==> config.mk <==
export PLATFORM = sky130hd
export DESIGN_NAME = lpf_frame_writer
export DESIGN_NICKNAME = d
export VERILOG_FILES = /design/src/rtl/lpf_frame_writer.sv
export SDC_FILE = /design/constraint.sdc
export NUM_CORES = 1
export LEC_CHECK = 0
export ABC_AREA = 1
export BUFFER_PORTS_ARGS = -buffer_cell sky130_fd_sc_hd__buf_2
export CAP_MARGIN = 20
export CORE_UTILIZATION = 37
export DETAILED_ROUTE_END_ITERATION = 8
export GPL_TIMING_DRIVEN = 0
export MAX_ROUTING_LAYER = met4
export PLACE_DENSITY = 0.65
export SLEW_MARGIN = 30
export SYNTH_ARGS = -nofsm -noshare
export SYNTH_HDL_FRONTEND = slang
export SYNTH_SLANG_ARGS = --single-unit
==> constraint.sdc <==
create_clock -name clock -period 5.6 [get_ports clock]
set_input_delay 0.28 -clock clock [delete_from_list [all_inputs] [get_ports clock]]
set_output_delay 0.28 -clock clock [all_outputs]
set_load 0.01 [all_outputs]
==> src/rtl/lpf_frame_writer.sv <==
// Write side of the LPF frame-buffer port: packs raster pixel pairs into 36-bit words and
// streams them to memory_interface through a small word FIFO, one outstanding write at a time.
module lpf_frame_writer #(
   parameter int WIDTH      = 640,
   parameter int HEIGHT     = 480,
   parameter int FIFO_DEPTH = 4,
   localparam int XW        = $clog2(WIDTH),
   localparam int YW        = $clog2(HEIGHT),
   localparam int PW        = 18,
   localparam int MW        = 2 * PW
) (
   input  logic          clock,
   input  logic          reset,
   input  logic          frame_flag,
   input  logic [PW-1:0] pixel,
   input  logic          pixel_flag,
   output logic          lpf_flag,
   output logic          lpf_wr,
   output logic [XW-1:0] lpf_x,
   output logic [YW-1:0] lpf_y,
   output logic [MW-1:0] lpf_pixel_write,
   input  logic          done_lpf,
   output logic          frame_done,
   output logic          overflow
);

   localparam int AW = $clog2(FIFO_DEPTH);
   localparam int CW = AW + 1;
   localparam int EW = 1 + XW + YW + MW;

   typedef enum logic [1:0] {IDLE, ISSUE, WAIT} state_t;

   state_t        state, state_nxt;
   logic [XW-1:0] x;
   logic [YW-1:0] y;
   logic [PW-1:0] hi;
   logic          frame_end;
   logic          cur_last;

   logic [EW-1:0] fifo_mem [FIFO_DEPTH];
   logic [AW-1:0] wr_ptr, rd_ptr;
   logic [CW-1:0] count;

   logic          accept, line_end, last_px;
   logic          push_req, push, pop, issue, ack;
   logic [EW-1:0] entry, head;

   // x[0] doubles as the half-word flag: an odd x means the hi half is already latched.
   assign accept   = pixel_flag && !frame_flag && !frame_end;
   assign line_end = (x == XW'(WIDTH - 1));
   assign last_px  = line_end && (y == YW'(HEIGHT - 1));
   assign push_req = accept && x[0];
   assign pop      = ack && (count != '0) && !frame_flag;
   assign push     = push_req && ((count != CW'(FIFO_DEPTH)) || pop);
   assign entry    = {last_px, x - XW'(1), y, hi, pixel};
   assign head     = fifo_mem[rd_ptr];

   always_comb begin
      state_nxt = state;
      issue     = 1'b0;
      ack       = 1'b0;
      case (state)
         IDLE: begin
            if ((count != '0) && !frame_flag) begin
               state_nxt = ISSUE;
               issue     = 1'b1;
            end
         end
         ISSUE: state_nxt = WAIT;
         WAIT: begin
            if (done_lpf) begin
               state_nxt = IDLE;
               ack       = 1'b1;
            end
         end
         default: state_nxt = IDLE;
      endcase
   end

   always_ff @(posedge clock or posedge reset) begin
      if (reset) state <= IDLE;
      else       state <= state_nxt;
   end

   // Request outputs are loaded once at issue and held until the next issue.
   always_ff @(posedge clock or posedge reset) begin
      if (reset) begin
         lpf_flag        <= 1'b0;
         lpf_wr          <= 1'b0;
         lpf_x           <= '0;
         lpf_y           <= '0;
         lpf_pixel_write <= '0;
         cur_last        <= 1'b0;
         frame_done      <= 1'b0;
      end else begin
         lpf_flag   <= issue;
         lpf_wr     <= issue;
         frame_done <= ack && cur_last && !frame_flag;
         if (issue)           {cur_last, lpf_x, lpf_y, lpf_pixel_write} <= head;
         else if (frame_flag) cur_last <= 1'b0;
      end
   end

   always_ff @(posedge clock or posedge reset) begin
      if (reset) begin
         x         <= '0;
         y         <= '0;
         hi        <= '0;
         frame_end <= 1'b0;
         overflow  <= 1'b0;
      end else if (frame_flag) begin
         x         <= '0;
         y         <= '0;
         hi        <= '0;
         frame_end <= 1'b0;
         overflow  <= 1'b0;
      end else if (accept) begin
         if (!x[0])             hi        <= pixel;
         if (push_req && !push) overflow  <= 1'b1;
         if (last_px)           frame_end <= 1'b1;
         // Counters advance even when a word is dropped so later addresses stay aligned.
         if (line_end) begin
            x <= '0;
            y <= y + YW'(1);
         end else begin
            x <= x + XW'(1);
         end
      end
   end

   always_ff @(posedge clock or posedge reset) begin
      if (reset) begin
         wr_ptr <= '0;
         rd_ptr <= '0;
         count  <= '0;
      end else if (frame_flag) begin
         wr_ptr <= '0;
         rd_ptr <= '0;
         count  <= '0;
      end else begin
         if (push) wr_ptr <= wr_ptr + AW'(1);
         if (pop)  rd_ptr <= rd_ptr + AW'(1);
         case ({push, pop})
            2'b10:   count <= count + CW'(1);
            2'b01:   count <= count - CW'(1);
            default: count <= count;
         endcase
      end
   end

   always_ff @(posedge clock) begin
      if (push) fifo_mem[wr_ptr] <= entry;
   end

endmodule

==> results.sh <==
export IMPL_placed_cells=1666
export IMPL_r2r_end="fifo_mem[1][29]$_DFFE_PP_"
export IMPL_first_pass_iters=6
export IMPL_maxCapViolations=0
export IMPL_seq_area_frac_synth_pct=71.2
export IMPL_core_area_mm2=0.0348
export IMPL_finalInstanceArea_mm2=0.0157
export IMPL_rsz0062_at_grt="false"
export IMPL_finalCritPeriodShare_pct=45.4
export IMPL_place_gp_congestion=0.812
export IMPL_antenna_found_initial=0
export IMPL_hold_path_depth=1
export IMPL_viasPerCell=5.04
export IMPL_wl_mm=30.9
export IMPL_htreeDepth=2
export IMPL_insertion_delay_ns=0.51
export IMPL_rows=68
export IMPL_dpl_worst_slack_ns=3.05
export IMPL_synthCells=1118
export IMPL_pin_count=82
export IMPL_worstHoldPathType="input pin to flip-flop"
export IMPL_cp_arrival_ns=2.76
export IMPL_p_leak_nw=6.06
export IMPL_grt_max_degree=74
export IMPL_fp_dieW_um=191
export IMPL_avgSynthCellArea_um2=11.8
export IMPL_fin_nets=1281
export IMPL_wl_per_cell_um=17.8
export IMPL_end_kind="flip-flop"
export IMPL_die_area_mm2=0.0363
export IMPL_critPathLaunchType="flip-flop"
export IMPL_peakVddDrop_uv=248
export IMPL_finalClockSkew_ns=0.0104
export IMPL_cts_setup_buffers=0
export IMPL_fin_cells=1731
export IMPL_hp_start="pixel[3]"
export IMPL_netlist_area_mm2=0.0132
export IMPL_synth_fp_nets=1149
export IMPL_worst_path_max_fanout=18
export IMPL_vias=8723
export IMPL_r2r_start="state[0]$_DFFE_PP0P_"
export IMPL_clk_path_buf_depth=3
export IMPL_regToRegSetupSlack_ns=3.06
export IMPL_status="complete, no violations"
export IMPL_cts_root_buf="clkbuf_16"
export IMPL_grt_pass1_vias=8691
export IMPL_utilization_pct=45.2
export IMPL_ys_warn_count=0
export IMPL_synth_distinct_cells=39
export IMPL_start_util_pct=37.8
export IMPL_fin_crit_ns=2.54
export IMPL_worstRegToRegCells=9
export IMPL_syn_to_final_growth_pct=19.6
export IMPL_placed_area_mm2=0.0145
export IMPL_cts_inserted_buffers=35
export IMPL_die_y_um=191
export IMPL_cts_resized=0
export IMPL_setup_ws_ns=3.06
export IMPL_final_max_slew_viol_count=0
export IMPL_relSlewSlack_pct=50.4
export IMPL_cts_clk_slew_worst_paths_ns=0.06
export IMPL_setup_tns_final_ns=0
export IMPL_grt_pass1_wl_mm=48.8
export IMPL_critPathKind="flip-flop to flip-flop"
export IMPL_layout_drive_gt1_share_pct=18.0
export IMPL_drt_iter0_markers=653
export IMPL_power_density_mw_per_mm2=411
export IMPL_synth_flop_cell="edfxtp_1"
export IMPL_postCtsHoldBufs=2
export IMPL_drc=0
export IMPL_ys_ff_latch=330
export IMPL_clock_fmax_ghz=0.393
export IMPL_hold_viol_final=0
export IMPL_min_to="fifo_mem[2][3]$_DFFE_PP_"
export IMPL_io_buffers=80
export IMPL_cts_tree="built"
export IMPL_setup_viol_count_final=0
export IMPL_gr_usage_all_layers_pct=18.1
export IMPL_antenna_cells=0
export IMPL_postSynth_asyncResetShare_pct=32.1
export IMPL_detail_route_antenna_nets=0
export IMPL_globalRouteOverflowTotal=0
export IMPL_synth_edf_count=224
export IMPL_hpwlAfterDp_mm=20.8
export IMPL_worstMarginPinSlew_ns=0.744
export IMPL_critPathRequiredTime_ns=5.82
export IMPL_clock_sinks=330
-- stage by stage --
stage	hold slack (ns)	power, mW
after CTS	0.0208	6.52
after global placement	0.480	4.12
final	0.0346	6.47
after detailed placement	0.272	4.17
after floorplan	0.379	3.66
after global routing	0.0249	6.75
-- placed cells by master (no fill, tap or decap), types with 2 or more instances in the layout --
cell           count
nand2_4            2
nor3_1             9
inv_1             33
buf_2            102
nand4_1            5
nand3_2            3
edfxtp_1         224
bufinv_16          3
nand2_2            9
o21ai_0          118
nand3_1           56
clkinv_2           4
buf_16            13
a31oi_1           56
nor2_1           297
clkbuf_1          24
buf_4              7
or2_2              3
buf_1              6
o22ai_1            4
nand2_1           66
xnor2_1            2
dlygate4sd3_1      2
buf_6              9
inv_2              7
clkinv_1           3
nor2_4             7
a21oi_1            9
xor2_1            10
o21ai_1            4
ha_1               7
nor3_2             3
dfrtp_1          106
clkbuf_8           7
o21ai_2            5
clkbuf_16         37
-- critical path, cell delays in order, from the launching register on --
cell     delay, ns
dfrtp_1       0.37
inv_1         0.08
nand2_1       0.05
nor2_1        0.17
nand3_1       0.13
nand3_1       0.16
nand2_1       0.27
nor2_4        0.58
buf_16        0.25
buf_16        0.17
-- Yosys cell counts (2+ instances only) --
cell / number / share of area, %
o21ai_2: 5 / 0.33
buf_1: 6 / 0.17
nor2_1: 301 / 8.6
o21ai_0: 118 / 4.5
a21oi_1: 9 / 0.34
nand3_2: 3 / 0.23
xor2_1: 10 / 0.67
buf_2: 22 / 0.84
dfrtp_1: 106 / 20
nand2_4: 2 / 0.17
nand2_2: 9 / 0.43
nand3_1: 56 / 2.1
a31oi_1: 56 / 2.7
o22ai_1: 4 / 0.19
or2_2: 3 / 0.14
o21ai_1: 4 / 0.15
inv_1: 34 / 0.97
nor2_4: 3 / 0.26
xnor2_1: 2 / 0.13
nand4_1: 5 / 0.24
nor3_2: 3 / 0.23
nand2_1: 66 / 1.9
buf_6: 9 / 0.77
clkbuf_1: 18 / 0.51
ha_1: 7 / 0.67
inv_2: 7 / 0.20
nor3_1: 9 / 0.34
edfxtp_1: 224 / 51
buf_4: 7 / 0.40
-- how the worst max path moves through the flow --
stage | cells past startpoint | from | end | slack [ns]
global route | 9 | state[0]$_DFFE_PP0P_ | fifo_mem[1][29]$_DFFE_PP_ | 2.85
finish | 9 | state[0]$_DFFE_PP0P_ | fifo_mem[1][29]$_DFFE_PP_ | 3.06
CTS | 9 | state[0]$_DFFE_PP0P_ | fifo_mem[1][29]$_DFFE_PP_ | 3.03
floorplan | 7 | state[0]$_DFFE_PP0P_ | fifo_mem[0][0]$_DFFE_PP_ | 1.81
detailed placement | 9 | state[0]$_DFFE_PP0P_ | fifo_mem[1][29]$_DFFE_PP_ | 3.05
global placement | 7 | state[0]$_DFFE_PP0P_ | fifo_mem[3][31]$_DFFE_PP_ | -0.07
-- power breakdown --
group          switching, mW  internal (mW)  leakage (nW)
logic                  0.662          0.397          2.11
registers              0.180           2.86          3.37
clock network          0.926           1.44         0.585
total                   1.77           4.70          6.06
-- routing by layer --
metal	up-vias	global-route usage (%)	share of wire (%)
li1	4150	-	-
met1	4249	23.0	43
met2	249	29.2	48
met3	75	2.93	5.5
met4	0	6.62	3.4
met5	-	-	0
-- registers in the layout, summed over array words and instances, names as in the netlist, 3 cells and up --
name / cells
count: 3
fifo_mem: 224
hi: 18
lpf_pixel_write: 36
lpf_x: 10
lpf_y: 9
x: 10
y: 9
-- logic make-up after synthesis --
family	after synthesis	synth area share, %
adder cells (fa/ha/maj)	8	0.817
XOR/XNOR	12	0.798
buffers and inverters	105	3.94
AND/OR/NAND/NOR	464	14.9
flip-flops	330	71.2
AO/OA/AOI/OAI	199	8.34
-- final cells by class --
type	count	area (um^2)
Buffer	63	359
Clock buffer	50	1040
Clock inverter	13	146
Fill cell	3074	19100
Inverter	42	168
Multi-Input combinational cell	683	3300
Sequential cell	330	9380
Tap cell	455	569
Timing Repair Buffer	95	778
Power figures use the tool's default switching activity.
